`config.mk`:
```
export PLATFORM = sky130hd
export DESIGN_NAME = out_latch_bbm
export DESIGN_NICKNAME = d
export VERILOG_FILES = /design/src/rtl/out_latch_bbm.sv
export SDC_FILE = /design/constraint.sdc
export NUM_CORES = 1
export LEC_CHECK = 0
export BUFFER_PORTS_ARGS = -buffer_cell sky130_fd_sc_hd__buf_2
export CAP_MARGIN = 20
export CELL_PAD_IN_SITES_DETAIL_PLACEMENT = 2
export CELL_PAD_IN_SITES_GLOBAL_PLACEMENT = 2
export CORE_UTILIZATION = 33
export DETAILED_ROUTE_END_ITERATION = 6
export GPL_TIMING_DRIVEN = 0
export PLACE_DENSITY_LB_ADDON = 0.15
export SLEW_MARGIN = 40
export SYNTH_ARGS = -nofsm -noshare
export SYNTH_HDL_FRONTEND = slang
export SYNTH_SLANG_ARGS = --single-unit
```
`constraint.sdc`:
```
create_clock -name I_clk -period 2.9 [get_ports I_clk]
set_clock_uncertainty 0.05 [all_clocks]
set_input_delay 0.87 -clock I_clk [delete_from_list [all_inputs] [get_ports I_clk]]
set_output_delay 0.87 -clock I_clk [all_outputs]
set_load 0.02 [all_outputs]
```
`src/rtl/out_latch_bbm.sv`:
```
// -----------------------------------------------------------------------------
// out_latch_bbm
//
// Switch output latch for N_SW switches, each selecting among N_ANT antennas.
// A new selection is taken either from a local load strobe (falling edge of
// I_load) or, in remote mode, from I_sel on every clock. Requests that would
// connect one antenna to two switches are refused. Accepted changes are applied
// break-before-make: every field that changes is driven to zero for
// DEAD_CYCLES clocks before its new value appears, while fields that do not
// change keep their value throughout.
//
// Parameters
//   N_SW        number of switches (one field each)
//   N_ANT       antennas per switch, i.e. field width
//   DEAD_CYCLES blank time in clocks, 1..255
//
// Ports
//   I_clk        system clock, everything on the rising edge
//   I_rst_n      synchronous active-low reset
//   I_sel        requested selection, field s = I_sel[s*N_ANT +: N_ANT]
//   I_load       asynchronous load strobe, falling edge takes effect
//   I_remote     high = remote mode, I_sel is tracked live
//   O_sel        registered relay drive, high = antenna connected
//   O_busy       high while a break/make sequence is running
//   O_collision  registered: some antenna bit is set in two or more fields
//   O_reject     one-cycle pulse when a local load was refused
//
// Configuration macro
//   OUT_LATCH_ONEHOT_EN  when defined, a field with more than one bit set is
//                        also refused (an all-zero field stays legal).
// -----------------------------------------------------------------------------
module out_latch_bbm #(
   parameter int N_SW        = 2,
   parameter int N_ANT       = 6,
   parameter int DEAD_CYCLES = 16
) (
   input  logic                  I_clk,
   input  logic                  I_rst_n,
   input  logic [N_SW*N_ANT-1:0] I_sel,
   input  logic                  I_load,
   input  logic                  I_remote,
   output logic [N_SW*N_ANT-1:0] O_sel,
   output logic                  O_busy,
   output logic                  O_collision,
   output logic                  O_reject
);

   localparam int         W        = N_SW * N_ANT;
   localparam logic [7:0] CNT_LOAD = 8'(DEAD_CYCLES - 1);

   typedef enum logic [1:0] {ST_IDLE, ST_BREAK, ST_MAKE} state_t;

   state_t           state;
   state_t           state_nx;

   logic             load_s1;
   logic             load_s2;
   logic             load_s2d;
   logic             load_req;

   logic [7:0]       cnt;
   logic [W-1:0]     cur;
   logic [W-1:0]     tgt;
   logic [W-1:0]     chg_mask;
   logic             pend_valid;
   logic [W-1:0]     pend_val;

   logic [N_ANT-1:0] col_seen;
   logic [N_ANT-1:0] col_dup;
   logic [N_ANT-1:0] col_field;
   logic             collision;
   logic             invalid;

   logic             req_valid;
   logic             reject;
   logic             eff_valid;
   logic [W-1:0]     eff_val;
   logic [W-1:0]     diff_mask;
   logic             start;

   logic [W-1:0]     sel_nx;
   logic             busy_nx;

   // Walk the fields once: an antenna bit already seen in an earlier field
   // marks a collision. With the one-hot option, a field holding two or more
   // set bits is flagged as invalid (x & (x-1) clears the lowest set bit).
   always_comb begin
      col_seen  = '0;
      col_dup   = '0;
      col_field = '0;
      invalid   = 1'b0;
      for (int s = 0; s < N_SW; s++) begin
         col_field = I_sel[s*N_ANT +: N_ANT];
         col_dup   = col_dup | (col_seen & col_field);
         col_seen  = col_seen | col_field;
`ifdef OUT_LATCH_ONEHOT_EN
         if ((col_field & (col_field - N_ANT'(1))) != '0)
            invalid = 1'b1;
`else
`endif
      end
      collision = |col_dup;
   end

   // Decide whether I_sel is a usable request this cycle. Remote mode offers
   // it every clock and silently drops bad patterns; local mode only looks at
   // it on a load strobe and answers a bad pattern with a reject pulse. The
   // newest request beats whatever is parked in the pending register, and a
   // per-field mask records which fields would change against the current
   // selection.
   always_comb begin
      req_valid = 1'b0;
      reject    = 1'b0;
      if (I_remote) begin
         req_valid = !(collision || invalid);
      end else if (load_req) begin
         if (collision || invalid)
            reject = 1'b1;
         else
            req_valid = 1'b1;
      end
      eff_valid = req_valid | pend_valid;
      eff_val   = req_valid ? I_sel : pend_val;
      diff_mask = '0;
      for (int s = 0; s < N_SW; s++) begin
         if (eff_val[s*N_ANT +: N_ANT] != cur[s*N_ANT +: N_ANT])
            diff_mask[s*N_ANT +: N_ANT] = '1;
      end
      start = (state == ST_IDLE) && eff_valid && (eff_val != cur);
   end

   // State register of the break/make sequencer.
   always_ff @(posedge I_clk) begin
      if (!I_rst_n)
         state <= ST_IDLE;
      else
         state <= state_nx;
   end

   // Sequencer transitions: leave IDLE only for a real change, stay in BREAK
   // until the dead-time counter has run down, then spend one cycle in MAKE.
   always_comb begin
      state_nx = state;
      case (state)
         ST_IDLE:  if (start) state_nx = ST_BREAK;
         ST_BREAK: if (cnt == 8'd0) state_nx = ST_MAKE;
         ST_MAKE:  state_nx = ST_IDLE;
         default:  state_nx = ST_IDLE;
      endcase
   end

   // Next values of the relay drive and busy flag. Busy is raised already in
   // the IDLE cycle that starts a sequence so it covers the whole dead time
   // plus the make cycle. During BREAK only the changing fields are blanked.
   always_comb begin
      sel_nx  = cur;
      busy_nx = 1'b0;
      case (state)
         ST_IDLE:  busy_nx = start;
         ST_BREAK: begin
            sel_nx  = cur & ~chg_mask;
            busy_nx = 1'b1;
         end
         ST_MAKE:  sel_nx = tgt;
         default:  sel_nx = cur;
      endcase
   end

   // Datapath registers: load-strobe synchroniser with falling-edge detect,
   // registered outputs, the dead-time counter, the committed selection and
   // the one-deep pending request. Requests arriving while a sequence runs
   // overwrite the pending slot; it is consumed (or dropped if it matches)
   // on the next IDLE cycle. The synchroniser resets high so that leaving
   // reset never looks like a load edge.
   always_ff @(posedge I_clk) begin
      if (!I_rst_n) begin
         load_s1     <= 1'b1;
         load_s2     <= 1'b1;
         load_s2d    <= 1'b1;
         load_req    <= 1'b0;
         cnt         <= 8'd0;
         cur         <= '0;
         tgt         <= '0;
         chg_mask    <= '0;
         pend_valid  <= 1'b0;
         pend_val    <= '0;
         O_sel       <= '0;
         O_busy      <= 1'b0;
         O_collision <= 1'b0;
         O_reject    <= 1'b0;
      end else begin
         load_s1     <= I_load;
         load_s2     <= load_s1;
         load_s2d    <= load_s2;
         load_req    <= load_s2d & ~load_s2;
         O_collision <= collision;
         O_reject    <= reject;
         O_sel       <= sel_nx;
         O_busy      <= busy_nx;
         case (state)
            ST_IDLE: begin
               pend_valid <= 1'b0;
               if (start) begin
                  tgt      <= eff_val;
                  chg_mask <= diff_mask;
                  cnt      <= CNT_LOAD;
               end
            end
            ST_BREAK: begin
               if (cnt != 8'd0)
                  cnt <= cnt - 8'd1;
               if (req_valid) begin
                  pend_valid <= 1'b1;
                  pend_val   <= I_sel;
               end
            end
            ST_MAKE: begin
               cur <= tgt;
               if (req_valid) begin
                  pend_valid <= 1'b1;
                  pend_val   <= I_sel;
               end
            end
            default: pend_valid <= 1'b0;
         endcase
      end
   end

endmodule

```
After elaboration in Yosys (flattened, before gate mapping):

Index checks and enable logic that the tools add are counted.

* add/subtract/negate cells: 1
* multiply operators: 0
* div/mod/pow operators: 0
* $lt $le $gt $ge: 0
* eq/ne operators: 8
* shift operators: 0
* mux-type cells: 15
* bitwise gates (word level): 8
* reductions and logical operators: 14

Operator list (count)
* case mux 12 bit (2 select lines): 1
* two-way mux 8 bit: 2
* case mux 8 bit (2 select lines): 1
* bitwise AND 12 bit: 1
* two-way mux 12 bit: 1
* two-way mux 6 bit: 2
* != test 12 bit: 1
* != test 6 bit: 2
* NOT 12 bit: 1
* zero test 8 bit: 1
* nonzero test 8 bit: 1
* subtractor 8 x 1 -> 8 bit (second input constant): 1
* bitwise AND 6 bit: 1
* != test 2 bit (second input constant): 3
* AND reduction 2 bit: 3
* OR reduction 6 bit: 1
* two-way mux 1 bit: 4
* two-way mux 2 bit: 2
* case mux 2 bit (2 select lines): 1
* NOT 1 bit: 3
* AND reduction 3 bit: 1
* OR reduction 3 bit: 1
* == test 2 x 1 -> 1 bit (second input constant): 1
* == test 2 bit (second input constant): 1
* 8 further kinds: 9

* register bits: 78
* latch bits: 0
* RAM bits: 0
* memory bits (read-only): 0
* bits of input ports: 16
* output and inout bits: 15
* memories: 0

Longest topological paths before layout:

Gate-level depths: netlist of the first run.

* depth after elaboration: 10
* depth in mapped cells: 10

Worst setup path after synthesis of the first run:

OpenSTA, ideal clock, no wires.

* path type: input -> register
* start: input I_sel[8]
* end: register cnt[3]
* setup time: 133 ps
* data arrival time: 2774 ps
* required time: 2717 ps
* setup slack: -56 ps
* stages on the path: 9
* buffers on the path: 2
* cell sequence: a22o_1 -> nor4_4 -> and4_4 -> a221oi_4 -> o31a_1 -> buf_2 -> buf_4 -> a32oi_1 -> a31oi_1

* word-level cells in the longest chain between the ends: 10

Ends and longest elaborated chain
* start, declared: line 39 `input logic [N_SW*N_ANT-1:0] I_sel,`
* bitwise AND 6 bit: line 94 `col_dup = col_dup | (col_seen & col_field);`
* OR reduction 6 bit: line 102 `collision = |col_dup;`
* two-way mux 1 bit: line 117 `if (collision || invalid)`
* two-way mux 1 bit: line 116 `end else if (load_req) begin`
* two-way mux 1 bit: line 114 `if (I_remote) begin`
* two-way mux 12 bit / OR 1 bit (equally long branches)
* != test 12 bit / logical AND 1 bit (equally long branches): line 129 `start = (state == ST_IDLE) && eff_valid && (eff_val != cur);`
* logical AND 1 bit (*): line 129
* != test 2 bit (no line) (*)
* AND reduction 3 bit (no line) (*)
* end signal, assigned: line 211 `cnt <= cnt - 8'd1;`
* end, declared: line 61 `logic [7:0] cnt;`

Every way passes the cells marked *; elsewhere a longest branch is shown, timed or not.
A chain may end at the register's enable or synchronous reset.

Worst setup path in the final report of the first run:

* start: input I_sel[8]
* end: register state[1]

* word-level cells in the longest chain between the ends: 10

Ends and longest elaborated chain
* bitwise AND 6 bit: line 94
* OR reduction 6 bit: line 102
* two-way mux 1 bit: line 117
* two-way mux 1 bit: line 116
* two-way mux 1 bit: line 114
* two-way mux 12 bit / OR 1 bit (equally long branches)
* != test 12 bit / logical AND 1 bit (equally long branches): line 129
* logical AND 1 bit (*): line 129
* != test 2 bit (no line) (*)
* AND reduction 2 bit (no line) (*)
* end signal, assigned: line 137 `state <= state_nx;`
* end, declared: line 53 `state_t state;`

Marked as above.

==> results.json, run 1 <==
{
  "synth_nets": 350,
  "grt_pass1_vias": 2792,
  "grt_pass1_wl_mm": 15.0,
  "start_util_pct": 33.9,
  "crit_path_max_fanout": 6,
  "cts.sinks": 68,
  "netlist_instances": 329,
  "fin_util_pct": 41.0,
  "htree_levels": 3,
  "core_area_sq_um": 9150,
  "rsz0062_at_grt": "true",
  "path_clk_slew_ns": 0.08,
  "outcome": "finished, violations left",
  "cts_root_buf": "clkbuf_8",
  "dp_hpwl_mm": 6.63,
  "synth_seq_cells": 68,
  "switching_share_pct": 34.4,
  "fmax_ghz": 0.344,
  "ys.flop_type": "dfxtp_1",
  "hp-class": "reg2reg",
  "dieWidth_um": 98.9,
  "cts_tree": "yes",
  "min_from": "load_s1",
  "intPower_mw": 1.78,
  "n_antenna_cell": 0,
  "synth.area.top_cells": "dfxtp_1 (44%), mux2i_1 (7.7%), a22o_1 (4.2%)",
  "setup_viol": 2,
  "die_area_sq_um": 9790,
  "grt_max_degree": 13,
  "finalHoldViolations": 0,
  "port_buffers": 30,
  "vias": 2644,
  "yosys_warnings": 0,
  "avgSynthCellArea_sq_um": 9.42,
  "cts_buffers": 9,
  "p_sw_mw": 0.933,
  "min_to": "load_s2",
  "track_usage_pct": 20.4,
  "total_power_mw": 2.71,
  "drv_cap": 0,
  "cp.arrival_ns": 3.14,
  "dpl_cell_area_sq_um": 3400,
  "crit_type": "in2reg",
  "seqPwrFrac_pct": 39.3,
  "area_growth_syn_to_layout_pct": 21.1,
  "ys_seq_area_share_pct": 43.9,
  "relSlewSlack_pct": 47.0,
  "gp_congestion": 0.741,
  "antenna_found_initial": 0,
  "end_kind": "flip-flop",
  "num_rows": 35,
  "whs_ns": 0.368,
  "insertion_delay_ns": 0.34,
  "hold_path_depth": 1,
  "worst_slew_pin_slew_ns": 0.795,
  "dp.cells": 470,
  "fin_area_sq_um": 3750,
  "drt-initial-drc-count": 47,
  "synthDistinctLibCells": 51,
  "fin_crit_sh_pct": 100,
  "synth_top_area_share_pct": 43.9,
  "netlist_area_sq_um": 3100,
  "startpoint_type": "input port",
  "ant_nets": 0,
  "io_pins": 31,
  "min_period_ns": 2.90,
  "clkPwrFrac_pct": 32.1,
  "r2r_setup_slack_ns": 0.26,
  "fin_nets": 395,
  "nFillCells": 1013,
  "viasPerCell": 5.41,
  "finalWorstSetupSlack_ns": -0.00417,
  "slew_violations": 0,
  "synth_top_area_cell": "dfxtp_1",
  "fp.dieH_um": 98.9,
  "cp.required_ns": 3.14,
  "wl_per_cell_um": 19.0,
  "r2r_cells": 9,
  "fin_cells": 489,
  "combPwrFrac_pct": 28.6,
  "violations": "setup timing",
  "cellPowerDensity_nw_per_um2": 723,
  "synth_edf_count": 0,
  "routed_wl_mm": 9.28,
  "power_leakage_nw": 1.40,
  "drive_gt1_share_pct": 20.1,
  "r2r_start": "state[1]",
  "cts_hold_buf": 0,
  "grt.overflow.total": 0,
  "r2r-end": "cnt[5]",
  "drt_pass1_iterations": 4,
  "ctsLongestPathBuffers": 2,
  "drc": 0,
  "peakVddDrop_mv": 0.226,
  "async_flop_share_pct": 0
}
-- kinds of logic (layout without fill, tap and decap cells) --
| kind of cell | after synthesis | after routing | synth area share [%] |
|---|---|---|---|
| adder cells (fa/ha/maj) | 5 | 5 | 2.02 |
| AND/OR/NAND/NOR | 101 | 101 | 16.7 |
| flip-flops | 68 | 68 | 43.9 |
| buffers and inverters | 30 | 79 | 3.95 |
| AO/OA/AOI/OAI | 80 | 80 | 19.7 |
| XOR/XNOR | 21 | 21 | 5.93 |
| multiplexers | 24 | 24 | 7.75 |
-- repair_timing --
| action | 4_1_cts | 5_1_grt |
|---|---|---|
| setup endpoints to repair | 21 | 19 |
| resized for setup | 11 | 13 |
| setup buffers | 3 | 1 |
| pin swaps | 2 | 4 |
| endpoints found under the hold margin | 0 | 0 |
-- power groups by stage --
stage                     logic, mW  registers (mW)  clock network (mW)
after floorplan               0.498            1.07                   0
after global placement        0.679            1.08                   0
after detailed placement      0.705            1.09                   0
after CTS                     0.761            1.07               0.898
after global routing          0.850            1.08               0.937
final                         0.777            1.07               0.871
-- cell usage in the layout (no fill, tap or decap), drive strengths merged, types with 3 or more instances in the layout --
| cell type | count |
|---|---|
| o21ai | 5 |
| buf | 42 |
| mux2i | 24 |
| dfxtp | 68 |
| nand2 | 20 |
| clkbuf | 19 |
| nor3 | 3 |
| nor2 | 33 |
| nand2b | 7 |
| a211oi | 14 |
| o211ai | 3 |
| nor4 | 4 |
| xnor2 | 10 |
| inv | 13 |
| nand3 | 16 |
| nor2b | 3 |
| a22o | 15 |
| a21oi | 25 |
| or3 | 3 |
| xor2 | 11 |
| ha | 5 |
-- metrics by stage --
step,setup TNS (ns),worst slack [ns]
floorplan,0,0.000126
global placement,-8.82,-0.569
detailed placement,-11.27,-0.661
CTS,0,0.00576
global route,-0.259,-0.0559
finish,-0.00617,-0.00417
-- cell usage after synthesis, types with 3 or more instances --
library cell and number:
dfxtp_1 68, nor2_1 33, a21oi_1 25, mux2i_1 24, nand2_1 20, nand3_1 16, a22o_1 15, a211oi_1 13
inv_1 12, xor2_1 11, clkbuf_1 10, xnor2_1 10, nand2b_1 7, ha_1 5, buf_1 4, o21ai_0 4
nor2b_1 3, o211ai_1 3, or3_1 3
-- routing by layer --
metal / part of all wire [%] / track usage, %
met1: 46 / 25.6
met2: 50 / 34.4
met3: 2.3 / 4.75
met4: 2.0 / 6.31
met5: 0 / 0
-- worst max-delay path: stages --
cell      delay (ns)
buf_2           0.14
a22o_4          0.27
nor4_4          0.27
buf_6           0.19
and4_4          0.28
a221oi_4        0.10
buf_4           0.17
o32ai_2         0.41
and2_1          0.24
o221a_1         0.19
-- state kept, by name, summed over array words and instances, names as in the netlist, 2 cells and up --
signal,cells
cur,12
state,2
pend_val,12
tgt,12
O_sel,12
chg_mask,2
cnt,8
-- area by class of cell --
class                      instances  area, sq um  share of cell area, %
clock buffer                       9          124                   3.30
clock inverter                     6         88.8                   2.37
inverter                          12         45.0                   1.20
tap                              111          139                   3.70
sequential                        68         1360                   36.3
timing repair buffer              34          188                   5.00
multi-input combinational        231         1710                   45.7
buffer                            18         95.1                   2.53
-- how the worst max path moves through the flow --
stage | cells past startpoint | to | slack [ns] | from
2_1_floorplan | 9 | cnt[3] | 0.0001 | I_sel[6]
3_3_place_gp | 8 | cnt[2] | -0.57 | I_sel[0]
3_5_place_dp | 8 | cnt[2] | -0.66 | I_sel[6]
4_1_cts | 10 | tgt[5] | 0.006 | I_sel[8]
5_1_grt | 11 | cnt[3] | -0.06 | I_sel[8]
6_report | 10 | state[1] | -0.004 | I_sel[8]
Note: power is estimated with default switching activity, not from simulation.
==> inputs of run 2 (changes only) <==
- ABC_CLOCK_PERIOD_IN_PS: not set -> 2900
- BUFFER_PORTS_ARGS: -buffer_cell sky130_fd_sc_hd__buf_2 -> not set
- CORE_UTILIZATION: 33 -> 35
- DONT_BUFFER_PORTS: not set -> 1
==> run 2 against run 1 <==
The run now ends clean. Maximum frequency is 2.6% higher. Largest cell class unchanged. Sequential share of layout area is 2.0 points higher. Critical endpoint is now cnt[3]. Critical path depth is 1 higher. Non-clock buffer count is 28 lower. Critical path type unchanged.
==> results.json, run 2 (same netlist as run 1, synthesis figures left out) <==
{
  "dieWidth_um": 96.1,
  "n_antenna_cell": 0,
  "gp_congestion": 0.740,
  "htree_levels": 3,
  "cp.required_ns": 3.07,
  "min_period_ns": 2.83,
  "drc": 0,
  "fin_util_pct": 42.4,
  "power_leakage_nw": 1.25,
  "track_usage_pct": 21.4,
  "peakVddDrop_mv": 0.225,
  "cellPowerDensity_nw_per_um2": 744,
  "antenna_found_initial": 0,
  "cts.sinks": 68,
  "crit_type": "in2reg",
  "wl_met3_um": 263,
  "cts_buffers": 9,
  "cp.arrival_ns": 3.00,
  "crit_path_max_fanout": 10,
  "ant_nets": 0,
  "ctsLongestPathBuffers": 2,
  "dp_hpwl_mm": 6.30,
  "hp-class": "reg2reg",
  "vias": 2544,
  "fmax_ghz": 0.353,
  "dpl_cell_area_sq_um": 3240,
  "routed_wl_mm": 9.06,
  "final_common_cell": "dfxtp_1",
  "drt-initial-drc-count": 89,
  "fin_crit_sh_pct": 97.6,
  "cts_tree": "yes",
  "grt_pass1_wl_mm": 14.3,
  "end_kind": "flip-flop",
  "path_clk_slew_ns": 0.08,
  "cts_root_buf": "clkbuf_8",
  "start_util_pct": 37.0,
  "fin_area_sq_um": 3560,
  "area_growth_syn_to_layout_pct": 14.7,
  "fp.dieH_um": 96.1,
  "wl_per_cell_um": 19.9,
  "tns_ns": 0,
  "startpoint_type": "input port",
  "grt_pass1_vias": 2682,
  "num_rows": 33,
  "worst_slew_pin_slew_ns": 0.847,
  "outcome": "finished, final reports clean",
  "insertion_delay_ns": 0.35,
  "die_area_sq_um": 9240,
  "core_area_sq_um": 8380,
  "io_pins": 31,
  "layout_common_cells": "dfxtp_1 (68), nor2_1 (33), a21oi_1 (24)",
  "wl_met1_mm": 4.30,
  "top_layer": "met4",
  "viasPerCell": 5.59,
  "grt.overflow.total": 0,
  "port_buffers": 0,
  "drt_pass1_iterations": 4,
  "drv_cap": 0,
  "setup_viol": 0,
  "grt_max_degree": 12,
  "finalHoldViolations": 0,
  "fin_nets": 367,
  "wl_met2_mm": 4.38,
  "relSlewSlack_pct": 43.5,
  "drive_gt1_share_pct": 12.3,
  "slew_violations": 0,
  "cts_hold_buf": 0
}
-- run 2: stage by stage --
stage,hold slack (ns),setup WS [ns],std cells,total power [mW]
2_1_floorplan,0.336,0.000126,329,1.57
3_3_place_gp,0.348,-0.356,434,1.74
3_5_place_dp,0.348,-0.453,434,1.76
4_1_cts,0.373,-0.0874,449,2.63
5_1_grt,0.392,-0.000720,455,2.81
6_report,0.366,0.0682,455,2.64
-- run 2: area by class of cell --
cell class	count	area, sq um
Fill cell	920	4830
Buffer	18	81.3
Tap cell	105	131
Clock buffer	10	128
Timing Repair Buffer	6	48.8
Multi-Input combinational cell	231	1680
Inverter	12	45.0
Sequential cell	68	1360
Clock inverter	5	77.6
-- run 2: final timing paths --
path                               start      end  slack [ns]  cells after the start
worst max-delay path            I_sel[8]   cnt[3]        0.07                     11
worst min-delay path             load_s1  load_s2        0.37                      1
worst max register to register  state[1]   cnt[5]        0.29                      9
worst min register to register   load_s1  load_s2        0.37                      1
-- run 2: metal layers --
layer	up-vias	track usage [%]
li1	1219	-
met1	1277	27.5
met5	-	0
met2	37	34.9
met3	11	4.74
met4	0	7.96
-- run 2: where the power goes --
group / switching (mW) / total [mW] / leakage, nW / internal, mW
logic: 0.442 / 0.726 / 0.600 / 0.284
clock network: 0.369 / 0.846 / 0.102 / 0.477
registers: 0.0690 / 1.07 / 0.550 / 1.00
-- run 2: worst max-delay path, stage by stage --
cell,delay (ns)
a22o_1,0.25
nor4_4,0.28
buf_6,0.17
buf_4,0.13
mux2i_4,0.23
o21ai_2,0.11
o31a_1,0.32
buf_4,0.19
buf_4,0.20
a32oi_1,0.16
a31oi_1,0.09
-- run 2: what timing repair did --
item | 4_1_cts | 5_1_grt
endpoints found under the setup margin | 7 | 21
gates cloned | 0 | 0
pin swaps | 0 | 2
resized for setup | 0 | 13
setup buffers | 0 | 6
==> inputs of run 3 (changes only) <==
- REMOVE_ABC_BUFFERS: not set -> 1
==> run 3 against run 2 <==
Cell count decreased by 1.3%. Sequential cell count unchanged. Routed wire length increased by 2.4%. Utilization increased by 0.73 points. Maximum frequency increased by 0.57%. First-iteration DRC count increased by 27%. Global-route usage decreased by 1.4 points. Sequential power about the same. Via count increased by 2.0%. Largest power group unchanged.
==> results.json, run 3 (same netlist as run 1, synthesis figures left out) <==
{
  "crit_type": "in2reg",
  "viasPerCell": 5.78,
  "layout_common_cells": "dfxtp_1 (68), nor2_1 (32), a21oi_1 (24)",
  "startpoint_type": "input port",
  "outcome": "finished, final reports clean",
  "insertion_delay_ns": 0.35,
  "final_common_cell": "dfxtp_1",
  "tns_ns": 0,
  "drive_gt1_share_pct": 14.5,
  "port_buffers": 0,
  "ant_nets": 0,
  "drv_cap": 0,
  "track_usage_pct": 20.0,
  "worst_slew_pin_slew_ns": 0.740,
  "ctsLongestPathBuffers": 2,
  "area_growth_syn_to_layout_pct": 16.7,
  "critical_path_buf_inv_count": 3,
  "min_period_ns": 2.82,
  "drc": 0,
  "vias": 2594,
  "htree_levels": 3,
  "grt_pass1_vias": 2591,
  "slew_violations": 0,
  "worstPathCellList": "a22o_1, nor4_4, buf_4, buf_4, buf_4, nor2_1, nor2b_2, o31a_2, nor2_1, a211oi_1",
  "grt.overflow.total": 0,
  "peakVddDrop_mv": 0.259,
  "io_pins": 31,
  "num_rows": 33,
  "dieWidth_um": 96.1,
  "cts_root_buf": "clkbuf_8",
  "wl_per_cell_um": 20.7,
  "power_leakage_nw": 1.27,
  "drt_pass1_iterations": 4,
  "drt-initial-drc-count": 113,
  "finalHoldViolations": 0,
  "finalWorstSetupSlack_ns": 0.0842,
  "fin_crit_sh_pct": 97.1,
  "start_util_pct": 37.0,
  "gp_congestion": 0.709,
  "dp_hpwl_mm": 5.54,
  "crit_path_max_fanout": 13,
  "antenna_found_initial": 0,
  "fmax_ghz": 0.355,
  "cts_tree": "yes",
  "cp.required_ns": 3.12,
  "cts_hold_buf": 0,
  "crit_slowest_cell": "o31a_2",
  "hp-class": "reg2reg",
  "fin_nets": 361,
  "critPathMaxStageDelay_ns": 0.44,
  "cts_buffers": 9,
  "cts.sinks": 68,
  "grt_pass1_wl_mm": 13.5,
  "place_ws_ns": -0.915,
  "cellPowerDensity_nw_per_um2": 739,
  "path_clk_slew_ns": 0.07,
  "fp.dieH_um": 96.1,
  "fin_util_pct": 43.2,
  "die_area_sq_um": 9240,
  "grt_max_degree": 48,
  "path_delay_family": "compound AO/OA/AOI/OAI gates",
  "end_kind": "flip-flop",
  "routed_wl_mm": 9.27,
  "core_area_sq_um": 8380,
  "relSlewSlack_pct": 50.7,
  "cp.arrival_ns": 3.03,
  "crit_top_cell": "buf_4",
  "n_antenna_cell": 0,
  "setup_viol": 0
}
run 3: worst paths after layout:
check | startpoint | end | slack, ns | cells past startpoint
worst min register to register | load_s2d | load_req | 0.37 | 2
worst max-delay path | I_sel[6] | tgt[6] | 0.08 | 10
worst max register to register | state[0] | cnt[5] | 0.20 | 8
worst min-delay path | load_s2d | load_req | 0.37 | 2
run 3: worst reg2reg max path, stage by stage (launching register included):
cell	delay [ns]
dfxtp_1	0.34
inv_1	0.09
ha_1	0.38
nor2b_1	0.46
o21ba_1	0.29
nand3_1	0.15
nand2b_1	0.23
or4b_1	0.49
a21oi_1	0.15
run 3: layer usage:
| metal | vias up | track usage [%] | share of wire (%) |
|---|---|---|---|
| li1 | 1216 | - | - |
| met1 | 1319 | 24.1 | 45 |
| met2 | 47 | 33.7 | 49 |
| met3 | 12 | 6.87 | 4.2 |
| met4 | 0 | 5.35 | 1.4 |
| met5 | - | 0 | 0 |
run 3: timing repair:
action                                  in CTS  in global routing
endpoints found under the setup margin      23                 22
cloned                                       0                  2
buffers inserted                             4                  9
pin swaps                                    1                  5
endpoints found under the hold margin        0                  0
gates resized for setup                      5                 14
run 3: layout make-up:
type,count,area (sq um)
Fill cell,909,4760
Multi-Input combinational cell,233,1730
Sequential cell,68,1360
Clock buffer,14,173
Timing Repair Buffer,16,144
Tap cell,105,131
Inverter,12,47.5
Clock inverter,1,30.0
run 3: per-stage QoR:
step / hold slack [ns] / cell area (sq um) / cells / total power, mW
after floorplan: 0.336 / 3020 / 311 / 1.56
after global placement: 0.345 / 3150 / 416 / 1.72
after detailed placement: 0.366 / 3180 / 419 / 1.74
after CTS: 0.377 / 3440 / 438 / 2.60
after global routing: 0.383 / 3620 / 449 / 2.81
final: 0.369 / 3620 / 449 / 2.67
run 3: report_power, final:
| group | internal [mW] | leakage, nW | switching [mW] |
|---|---|---|---|
| Combinational | 0.300 | 0.617 | 0.483 |
| Clock | 0.464 | 0.103 | 0.352 |
| Sequential | 1.00 | 0.550 | 0.0703 |
